`src/rtl/aes_alg_arbiter.sv`:
```
// Round-robin arbiter sharing one aes_top cipher core between two block-mode requesters.
// One operation in flight at a time; results and done pulses are routed back to the owner.
module aes_alg_arbiter #(
    parameter int BLK_BITS = 128,
    parameter int TIMEOUT  = 63
) (
    input  logic                clk,
    input  logic                reset,

    input  logic                req0_cipher,
    input  logic                req0_decipher,
    input  logic [BLK_BITS-1:0] req0_in_blk,
    output logic                req0_ack,
    output logic                req0_done,

    input  logic                req1_cipher,
    input  logic                req1_decipher,
    input  logic [BLK_BITS-1:0] req1_in_blk,
    output logic                req1_ack,
    output logic                req1_done,

    input  logic                key_busy,

    output logic                aes_en_cipher,
    output logic                aes_en_decipher,
    output logic [BLK_BITS-1:0] aes_in_blk,
    input  logic [BLK_BITS-1:0] aes_out_blk,
    input  logic                aes_done,

    output logic [BLK_BITS-1:0] out_blk,
    output logic                owner,
    output logic                busy,
    output logic                err
);

    typedef enum logic [1:0] {
        IDLE  = 2'd0,
        ISSUE = 2'd1,
        WAIT  = 2'd2,
        RESP  = 2'd3
    } state_t;

    // Counter value on the last WAIT cycle before the operation is abandoned.
    localparam logic [7:0] LAST_WAIT = 8'(TIMEOUT - 1);

    state_t     state;
    logic       last;
    logic [7:0] wait_cnt;

    logic       valid0;
    logic       valid1;
    logic       grant_any;
    logic       grant_id;
    logic       grant_cipher;

    // NOTE: every signal written here gets a value before any branch, so no latch is inferred.
    always_comb begin
        valid0       = req0_cipher | req0_decipher;
        valid1       = req1_cipher | req1_decipher;
        grant_any    = ~key_busy & (valid0 | valid1);
        grant_id     = 1'b0;
        if (valid0 && valid1) begin
            grant_id = ~last;
        end else begin
            grant_id = valid1;
        end
        // Cipher takes precedence when a requester raises both operation bits.
        grant_cipher = grant_id ? req1_cipher : req0_cipher;
    end

    // NOTE: sequential state uses non-blocking assignments only, so every register
    // samples the pre-edge value of every other register.
    always_ff @(posedge clk or negedge reset) begin
        if (!reset) begin
            state           <= IDLE;
            last            <= 1'b1;
            wait_cnt        <= '0;
            owner           <= 1'b0;
            busy            <= 1'b0;
            err             <= 1'b0;
            req0_ack        <= 1'b0;
            req1_ack        <= 1'b0;
            req0_done       <= 1'b0;
            req1_done       <= 1'b0;
            aes_en_cipher   <= 1'b0;
            aes_en_decipher <= 1'b0;
            // NOTE: the block registers are reset too, because their zero value is
            // architecturally visible after reset rather than a don't-care.
            aes_in_blk      <= '0;
            out_blk         <= '0;
        end else begin
            req0_ack        <= 1'b0;
            req1_ack        <= 1'b0;
            req0_done       <= 1'b0;
            req1_done       <= 1'b0;
            aes_en_cipher   <= 1'b0;
            aes_en_decipher <= 1'b0;
            err             <= 1'b0;

            case (state)
                IDLE: begin
                    if (grant_any) begin
                        owner           <= grant_id;
                        aes_in_blk      <= grant_id ? req1_in_blk : req0_in_blk;
                        aes_en_cipher   <= grant_cipher;
                        aes_en_decipher <= ~grant_cipher;
                        req0_ack        <= ~grant_id;
                        req1_ack        <= grant_id;
                        busy            <= 1'b1;
                        state           <= ISSUE;
                    end
                end

                ISSUE: begin
                    wait_cnt <= '0;
                    state    <= WAIT;
                end

                WAIT: begin
                    if (aes_done) begin
                        out_blk   <= aes_out_blk;
                        req0_done <= ~owner;
                        req1_done <= owner;
                        state     <= RESP;
                    end else if (wait_cnt == LAST_WAIT) begin
                        err   <= 1'b1;
                        last  <= owner;
                        busy  <= 1'b0;
                        state <= IDLE;
                    end else begin
                        wait_cnt <= wait_cnt + 8'd1;
                    end
                end

                RESP: begin
                    last  <= owner;
                    busy  <= 1'b0;
                    state <= IDLE;
                end

                default: begin
                    busy  <= 1'b0;
                    state <= IDLE;
                end
            endcase
        end
    end

endmodule

```
`config.mk`:
```
export PLATFORM = sky130hd
export DESIGN_NAME = aes_alg_arbiter
export DESIGN_NICKNAME = d
export VERILOG_FILES = /design/src/rtl/aes_alg_arbiter.sv
export SDC_FILE = /design/constraint.sdc
export NUM_CORES = 1
export LEC_CHECK = 0
export CAP_MARGIN = 5
export CORE_AREA = 4 4 250 252
export DETAILED_ROUTE_END_ITERATION = 12
export DIE_AREA = 0 0 254 256
export GPL_TIMING_DRIVEN = 0
export HOLD_SLACK_MARGIN = 0.08
export MAX_ROUTING_LAYER = met4
export PLACE_DENSITY = 0.46
export SLEW_MARGIN = 20
export SYNTH_ARGS = -nofsm -noshare
export SYNTH_HDL_FRONTEND = slang
export SYNTH_SLANG_ARGS = --single-unit
```
`constraint.sdc`:
```
create_clock -name clk -period 3.5 [get_ports clk]
set_input_delay 0.7 -clock clk [delete_from_list [all_inputs] [get_ports clk]]
set_output_delay 0.7 -clock clk [all_outputs]
set_load 0.02 [all_outputs]
```
======== Yosys cells after proc, flatten, opt, wreduce, memory -nomap -nowiden ========
Cells that the tools add are included.
storage, ports and cells
  bits of input ports ..................... 392
  word-level logic and storage cells ...... 76
  register bits after elaboration ......... 276
operators by class
  eq/ne operators ......................... 9
  add/sub/neg operators ................... 1
  multiplexer cells ....................... 32
  reductions and logical operators ........ 11
  bitwise gates (word level) .............. 9
operators with widths
  operator                                       count
  two-way mux 128 bit                            1
  two-way mux 1 bit                              22
  two-way mux 8 bit                              2
  case mux 8 bit (2 select lines)                1
  adder 8 x 1 -> 8 bit, second input constant    1
  == test 8 x 6 -> 1 bit, second input constant  1
  != test 2 bit, second input constant           4
  case mux 2 bit (4 select lines)                1
  two-way mux 2 bit                              3
  AND reduction 2 bit                            3
  AND reduction 3 bit                            2
  inverter 1 bit                                 5
  == test 2 bit, second input constant           2
  AND reduction 4 bit                            1
  nonzero test 2 bit                             2
  != test 3 bit, second input constant           1
  bitwise OR 1 bit                               3
  case mux 1 bit (3 select lines)                1
  nonzero test 3 bit                             1
  == test 2 x 1 -> 1 bit, second input constant  1
  logical NOT 2 bit                              1
  case mux 1 bit (2 select lines)                1
  AND 1 bit                                      1
  logical AND 1 bit                              1

======== Depth between registers and ports, before layout ========
Gate-level depths: netlist of the first run.
  word-level depth ........................ 7
  gate-level depth with buffers ........... 7
  gate-level depth less buffers ........... 6

======== Worst setup path before layout of the first run ========
No wires, ideal clock.
  kind .................................... input -> register
  start ................................... input req0_decipher
  end ..................................... register aes_in_blk[0]
  path buffers ............................ 3
  library setup time ...................... 0.137 ns
  stages on the path ...................... 7
  path slack .............................. 1.665 ns
  arrival time ............................ 1.697 ns
  path through ............................ o21ai_0 o21a_1 buf_2 buf_2 buf_4 mux2i_1 a21oi_1
between the ends
  cells in the longest elaborated chain, start to end .. 4
  elaborated cells between the ends (all ways) .. 7
  those cells by class .................... mux (2); bitwise (3); reduce/logical (2)
ends and longest elaborated chain
  element                                                               line    text
  start, declared                                                       11      input logic req0_decipher,
  bitwise OR 1 bit (*)                                                  58      valid0 = req0_cipher | req0_decipher;
  bitwise OR 1 bit or logical AND 1 bit (tied branches)                 60, 62
  AND 1 bit or two-way mux 1 bit (tied branches)                        60, 62
  AND reduction 2 bit (no line) or two-way mux 128 bit (tied branches)  -
  end signal, assigned                                                  104     aes_in_blk <= grant_id ? req1_in_blk : req0_in_blk;
  end, declared                                                         26      output logic [BLK_BITS-1:0] aes_in_blk,
Every way passes the cells marked *; elsewhere a longest branch is shown, timed or not.
A chain may end at the register's enable or synchronous reset.

======== Final worst setup path of the first run ========
  start ................................... register state[0]
  end ..................................... register aes_in_blk[87]
between the ends
  cells in the longest elaborated chain, start to end .. 2
ends and longest elaborated chain
  element                        line  text
  start, declared                46    state_t state;
  start signal, assigned         75    state <= IDLE;
  start signal, assigned         110   state <= ISSUE;
  start signal, assigned         116   state <= WAIT;
  logical NOT 2 bit              100   case (state)
  AND reduction 2 bit (no line)  -
No other way between the ends.

==> qor.yml, run 1 <==
tritonroute_pass_1_iters: 4
internal_power_mw: 11.4
cts.path.max_buffers: 3
required_ps: 3950
power.share.combinational_pct: 50.0
gp_congestion: 0.785
multi_input_comb_area_um2: 4410
pwr-share-seq_pct: 30.2
route.detailed.vias_per_inst: 4.08
final-setup-viol-count: 0
numPortBuffers: 656
critPathKind: "reg -> reg"
dieWidth_um: 254
timing_hold_violations_final: 0
drt-initial-drc-count: 313
syn_inst: 935
mostFrequentLayoutCell: "sky130_fd_sc_hd__clkdlybuf4s50_1"
synth.cell_area_um2: 11700
clock_power_share_pct: 19.8
drc: 0
fp.dieH_um: 256
synth_top_flop_cell: "sky130_fd_sc_hd__dfrtp_1"
cts_root_buffer: "sky130_fd_sc_hd__clkbuf_16"
worst-endpoint-arrival_ps: 3230
top_layer_in_use: "met4"
vias: 9999
irDropWorstVdd_mv: 0.510
final_cell_count_no_fill: 2448
final_cell_mix: "sky130_fd_sc_hd__clkdlybuf4s50_1 (655), sky130_fd_sc_hd__dfrtp_1 (275), sky130_fd_sc_hd__nor2_1 (135)"
cts.repair_timing.setup_buffer_count: 0
placement.cell_area_um2: 19300
drive_above_1_share_pct: 14.1
ys_seq_area_share_pct: 59.3
finClkSkew_ps: 15.6
tritoncts: "done"
max-slew-margin-rel_pct: 30.9
synth_enable_flop_cells: 0
postSynthNetCount: 1333
result_of_the_run: "complete, no violations"
ys_ff_latch: 276
netSwitchingPower_mw: 7.02
worst_skew_pair.late_latency_ps: 530
critical_path.startpoint_type: "flip-flop"
fill_cells: 6098
globalRouteOverflowTotal: 0
async_flop_share_pct: 100
cts_hold_buffers: 0
start_util_pct: 19.4
yosys.cell_types.count: 45
cts_sinks: 276
layout_min_cycle_time_ps: 2780
max-cap-violations: 0
post_cts_resized: 0
ios: 657
core_area_um2: 60100
critical_path.max_fanout: 10
standby_leakage_power_nw: 8.61
ctsHtreeMaxLevel: 2
wl_met3_um: 4400
route.antenna.remaining_nets: 0
timing.hold.worst.class: "in -> async"
timing.final.crit_share_pct: 79.4
dieArea_um2: 65000
worst_slack_ps: 720
dp_hpwl_um: 40000
routed_wire_length_per_instance_um: 20.5
postSynthAreaPerCell_um2: 12.5
report.final.slew_viol_count: 0
worst_setup_path_end_kind: "flip-flop"
ff_latch_area_um2: 6910
netSwitchingFraction_pct: 38.0
maximum_number_of_pins_on_one_net_before_global_route_repair: 81
place.detailed.instances: 2376
wire_length_of_the_first_global_routing_pass_um: 72000
first_global_vias: 10874
finalNetCount: 2031
detailroute.wirelength.met2_um: 25800
fmax_ghz: 0.360
tightestPinTransition_ps: 1040
grt_setup_unrepaired: "false"
cellPowerDensity_nw_per_um2: 901
placement.setup.worst_slack_ps: 62.5
yosysWarnings: 0
detail_route.wirelength_um: 50300
cts.reportedPaths.clkPinSlew_ps: 60
final_design_area_no_fill_um2: 20500
area_delta_synth_final_pct: 75.7
hold_ws_ps: 144
design_power_total_mw: 18.5
number_of_cts_inserted_buffers: 37
placement_rows: 90
antenna_found_initial: 9
m1_wire_length_um: 19100
groute.usage.overall_pct: 15.3
==> worst paths after layout <==
kind,from,depth (start not counted),end,slack (ps)
min,reset,1,out_blk[106]$_DFFE_PN0P_,140
max reg2reg,state[0]$_DFFE_PN0P_,7,aes_in_blk[87]$_DFFE_PN0P_,720
min reg2reg,out_blk[67]$_DFFE_PN0P_,1,out_blk[67]$_DFFE_PN0P_,500
max in group asynchronous,reset,3,aes_in_blk[29]$_DFFE_PN0P_,2080
max,state[0]$_DFFE_PN0P_,7,aes_in_blk[87]$_DFFE_PN0P_,720
min in group clk,out_blk[67]$_DFFE_PN0P_,1,out_blk[67]$_DFFE_PN0P_,500
==> metal layers <==
metal,vias to the layer above,GRT usage (%)
met5,-,-
met4,0,3.46
met3,54,5.19
met2,417,26.9
met1,4853,16.6
li1,4675,-
==> critical path, stage by stage (launching register included) <==
cell and delay (ps):
sky130_fd_sc_hd__dfrtp_1 420, sky130_fd_sc_hd__inv_1 140, sky130_fd_sc_hd__ha_1 250, sky130_fd_sc_hd__nor3b_2 420, sky130_fd_sc_hd__clkbuf_1 820, sky130_fd_sc_hd__buf_2 450
sky130_fd_sc_hd__nor2_1 70, sky130_fd_sc_hd__a21oi_1 130
==> power by group through the flow <==
stage	sequential [mW]	clock [mW]	combinational (mW)
floorplan	7.41	0	2.64
global placement	5.58	0	9.36
detailed placement	5.61	0	9.40
CTS	5.59	3.83	9.43
global route	5.78	3.96	9.85
finish	5.57	3.66	9.22
==> final cells by class <==
cell class	instances	area share (%)
Antenna cell	8	0.0978
Buffer	59	1.48
Clock buffer	59	5.41
Clock inverter	5	0.293
Inverter	8	0.147
Multi-Input combinational cell	592	21.6
Sequential cell	276	33.7
Tap cell	782	4.78
Timing Repair Buffer	659	32.5
==> cells by family after synthesis <==
kind of cell,after synthesis,share of synthesized area [%]
adder cells (fa/ha/maj),6,0.644
flip-flops,276,59.3
buffers and inverters,67,2.87
AND/OR/NAND/NOR,167,6.30
XOR/XNOR,2,0.150
multiplexers,259,23.6
AO/OA/AOI/OAI,158,7.15
==> cell usage after synthesis, types with 5 or more instances <==
cell type,instances,share of area (%)
sky130_fd_sc_hd__nor2_1,135,4.3
sky130_fd_sc_hd__clkbuf_1,13,0.42
sky130_fd_sc_hd__dfrtp_1,275,59
sky130_fd_sc_hd__mux2_2,128,12
sky130_fd_sc_hd__inv_1,8,0.26
sky130_fd_sc_hd__buf_4,10,0.64
sky130_fd_sc_hd__ha_1,6,0.64
sky130_fd_sc_hd__nand2_1,7,0.23
sky130_fd_sc_hd__a21oi_1,134,5.8
sky130_fd_sc_hd__buf_1,5,0.16
sky130_fd_sc_hd__buf_2,30,1.3
sky130_fd_sc_hd__mux2i_1,130,11
==> flip-flops by register name (all words and copies together), names as in the netlist <==
name	cells
out_blk	128
wait_cnt	8
req0_ack	1
req1_done	1
aes_in_blk	128
last	1
err	1
busy	1
req0_done	1
state	2
aes_en_cipher	1
req1_ack	1
owner	1
aes_en_decipher	1
==> through the flow <==
| stage | utilization [%] | TNS, ps |
|---|---|---|
| after floorplan | - | 0 |
| after global placement | 31.9 | -3128800 |
| after detailed placement | 32.1 | 0 |
| after CTS | 34.0 | 0 |
| after global routing | 34.1 | 0 |
| final | 34.1 | 0 |
No activity file was read; power rests on OpenSTA's default activity.
==> inputs of run 2 (changes only) <==
CORE_AREA = 4 4 252 254   (was 4 4 250 252)
DIE_AREA = 0 0 256 258   (was 0 0 254 256)
clock period = 2.69 ns   (was 3.5 ns; I/O delays follow)
==> run 2 against run 1 <==
Effect of this change: count of clock-buffer cells in the layout fell by 2; global-route usage rose by 0.37 points; sequential share of layout area fell by 0.076 points; sequential power rose by 31%; power rose by 31%; wire length rose by 3.6%; utilization fell by 0.55 points; largest power group unchanged; largest cell class unchanged; die area rose by 1.6%; fmax rose by 11%; first-iteration DRC count rose by 6.4%; combinational power rose by 30%.
==> qor.yml, run 2 (same netlist as run 1, synthesis figures left out) <==
route.antenna.remaining_nets: 0  # unchanged
placement_rows: 91  # was 90
placement.cell_area_um2: 19300  # about the same
cts_root_buffer: "sky130_fd_sc_hd__clkbuf_16"  # unchanged
path_cells: "inv_1 -> ha_1 -> buf_6 -> nand2_1 -> clkbuf_1 -> buf_2 -> mux2_2"  # was inv_1 -> ha_1 -> nor3b_2 -> clkbuf_1 -> buf_2 -> nor2_1 -> a21oi_1
ctsHtreeMaxLevel: 2  # unchanged
hold_path_depth: 1
core_area_um2: 61300  # was 60100 um2
gp_congestion: 0.880  # was 0.785
drive_above_1_share_pct: 14.6  # was 14.1%
cellPowerDensity_nw_per_um2: 1180  # was 901 nW/um2
groute.usage.overall_pct: 15.6  # was 15.3%
clock_power_share_pct: 20.2  # was 19.8%
numPortBuffers: 656  # unchanged
pwr-share-seq_pct: 30.1  # was 30.2%
tritoncts: "done"  # unchanged
critical_path.startpoint_type: "flip-flop"  # unchanged
route.detailed.vias_per_inst: 4.03  # was 4.08
worst_slack_ps: 177  # was 720 ps
netSwitchingFraction_pct: 38.4  # was 38.0%
number_of_cts_inserted_buffers: 37  # unchanged
critPathKind: "reg -> reg"  # unchanged
regToRegStartpoint: "state[0]$_DFFE_PN0P_"  # unchanged
dieWidth_um: 256  # was 254 um
drt-initial-drc-count: 333  # was 313
netSwitchingPower_mw: 9.30  # was 7.02 mW
timing.hold.worst.class: "reg -> reg"  # was in -> async
cts_sinks: 276  # unchanged
globalRouteOverflowTotal: 0  # unchanged
power.share.combinational_pct: 49.7  # was 50.0%
hold_end: "out_blk[62]$_DFFE_PN0P_"
place.detailed.instances: 2384  # was 2376
finClkSkew_ps: 16.5  # was 15.6 ps
drc: 0  # unchanged
max-slew-margin-rel_pct: 46.4  # was 30.9%
timing_hold_violations_final: 0  # unchanged
cpPeakStageDelay_ps: 560  # was 820 ps
final_cell_mix: "sky130_fd_sc_hd__clkdlybuf4s50_1 (655), sky130_fd_sc_hd__dfrtp_1 (275), sky130_fd_sc_hd__nor2_1 (135)"  # unchanged
wire_length_of_the_first_global_routing_pass_um: 75500  # was 72000 um
worst-endpoint-arrival_ps: 2930  # was 3230 ps
detail_route.wirelength_um: 52100  # was 50300 um
dp_hpwl_um: 41300  # was 40000 um
timing.hold.worst.start: "out_blk[62]$_DFFE_PN0P_"
grt_setup_unrepaired: "false"  # unchanged
final_design_area_no_fill_um2: 20500  # about the same
area_delta_synth_final_pct: 76.1  # was 75.7%
start_util_pct: 19.0  # was 19.4%
cts.repair_timing.setup_buffer_count: 0  # unchanged
cts.path.max_buffers: 3  # unchanged
result_of_the_run: "complete, no violations"  # unchanged
tritonroute_pass_1_iters: 4  # unchanged
layout_min_cycle_time_ps: 2510  # was 2780 ps
standby_leakage_power_nw: 8.66  # was 8.61 nW
required_ps: 3110  # was 3950 ps
mostFrequentLayoutCell: "sky130_fd_sc_hd__clkdlybuf4s50_1"  # unchanged
max-cap-violations: 0  # unchanged
critical_path_buf_inv_count: 4  # was 3
critical_path.max_fanout: 10  # unchanged
antenna_found_initial: 6  # was 9
largestRegisters: "aes_in_blk: 128 flops, out_blk: 128 flops, wait_cnt: 8 flops"  # unchanged
fin_util_pct: 33.5  # was 34.1%
timing.final.crit_share_pct: 93.4  # was 79.4%
final_cell_count_no_fill: 2456  # was 2448
tightestPinTransition_ps: 805  # was 1040 ps
placement.setup.worst_slack_ps: -472  # was 62.5 ps
worst_setup_path_end_kind: "flip-flop"  # unchanged
r2r_end: "out_blk[49]$_DFFE_PN0P_"  # was aes_in_blk[87]$_DFFE_PN0P_
report.final.slew_viol_count: 0  # unchanged
crit_path_top_delay_cell: "sky130_fd_sc_hd__clkbuf_1"  # unchanged
internal_power_mw: 14.9  # was 11.4 mW
worst_skew_pair.late_latency_ps: 540  # was 530 ps
fmax_ghz: 0.398  # was 0.360 GHz
final-setup-viol-count: 0  # unchanged
fp.dieH_um: 258  # was 256 um
dieArea_um2: 66000  # was 65000 um2
vias: 9909  # was 9999
ff2ff_path_depth: 7  # unchanged
regToRegSetupSlack_ps: 180  # was 720 ps
ios: 657  # unchanged
irDropWorstVdd_mv: 0.630  # was 0.510 mV
fill_cells: 6210  # was 6098
finalNetCount: 2032  # was 2031
cts.reportedPaths.clkPinSlew_ps: 60  # about the same
routed_wire_length_per_instance_um: 21.2  # was 20.5 um
maximum_number_of_pins_on_one_net_before_global_route_repair: 82  # was 81
critPathTopFamily: "buffers and inverters"  # unchanged
first_global_vias: 11045  # was 10874
==> run 2: final cells by class <==
cell class / count / area [um2] / share of cell area, %
Sequential cell: 276 / 6910 / 33.7
Timing Repair Buffer: 660 / 6660 / 32.5
Multi-Input combinational cell: 592 / 4410 / 21.5
Clock buffer: 57 / 1120 / 5.46
Tap cell: 790 / 988 / 4.82
Buffer: 59 / 308 / 1.50
Clock inverter: 9 / 77.6 / 0.378
Inverter: 8 / 30.0 / 0.146
Antenna cell: 5 / 12.5 / 0.0610
==> run 2: routing by layer <==
metal	vias to the layer above	part of all wire (%)	GRT usage [%]
li1	4670	-	-
met1	4744	37	16.7
met2	437	52	27.2
met3	58	8.9	6.20
met4	0	2.1	4.02
met5	-	0	-
==> run 2: stage by stage <==
stage / total power [mW] / setup TNS [ps] / hold WS (ps)
6_report: 24.2 / 0 / 500
4_1_cts: 24.7 / 0 / 503
5_1_grt: 25.7 / 0 / 517
2_1_floorplan: 13.1 / 0 / 242
3_3_place_gp: 19.5 / -3331270 / 487
3_5_place_dp: 19.6 / -47060 / 485
==> run 2: how the worst max path moves through the flow <==
stage | start | endpoint | slack [ps] | cells past startpoint
after floorplan | state[0]$_DFFE_PN0P_ | out_blk[100]$_DFFE_PN0P_ | 920 | 7
after global placement | reset | out_blk[18]$_DFFE_PN0P_ | -11960 | 1
after detailed placement | req0_cipher | aes_in_blk[30]$_DFFE_PN0P_ | -470 | 8
after CTS | state[0]$_DFFE_PN0P_ | aes_in_blk[63]$_DFFE_PN0P_ | 7 | 6
after global routing | req0_cipher | aes_in_blk[30]$_DFFE_PN0P_ | 20 | 8
final | state[0]$_DFFE_PN0P_ | out_blk[49]$_DFFE_PN0P_ | 180 | 7
==> run 2: power groups by stage <==
| stage | combinational (mW) | sequential, mW | clock (mW) |
|---|---|---|---|
| 6_report | 12.0 | 7.29 | 4.90 |
| 5_1_grt | 12.8 | 7.56 | 5.31 |
| 4_1_cts | 12.3 | 7.32 | 5.12 |
| 3_5_place_dp | 12.2 | 7.35 | 0 |
| 3_3_place_gp | 12.2 | 7.29 | 0 |
| 2_1_floorplan | 3.44 | 9.64 | 0 |
==> run 2: what timing repair did <==
action                                  in CTS  in global routing
hold buffers                                 1                  0
hold endpoints to repair                    48                  0
resized for setup                            0                  7
endpoints found under the setup margin       0                 22
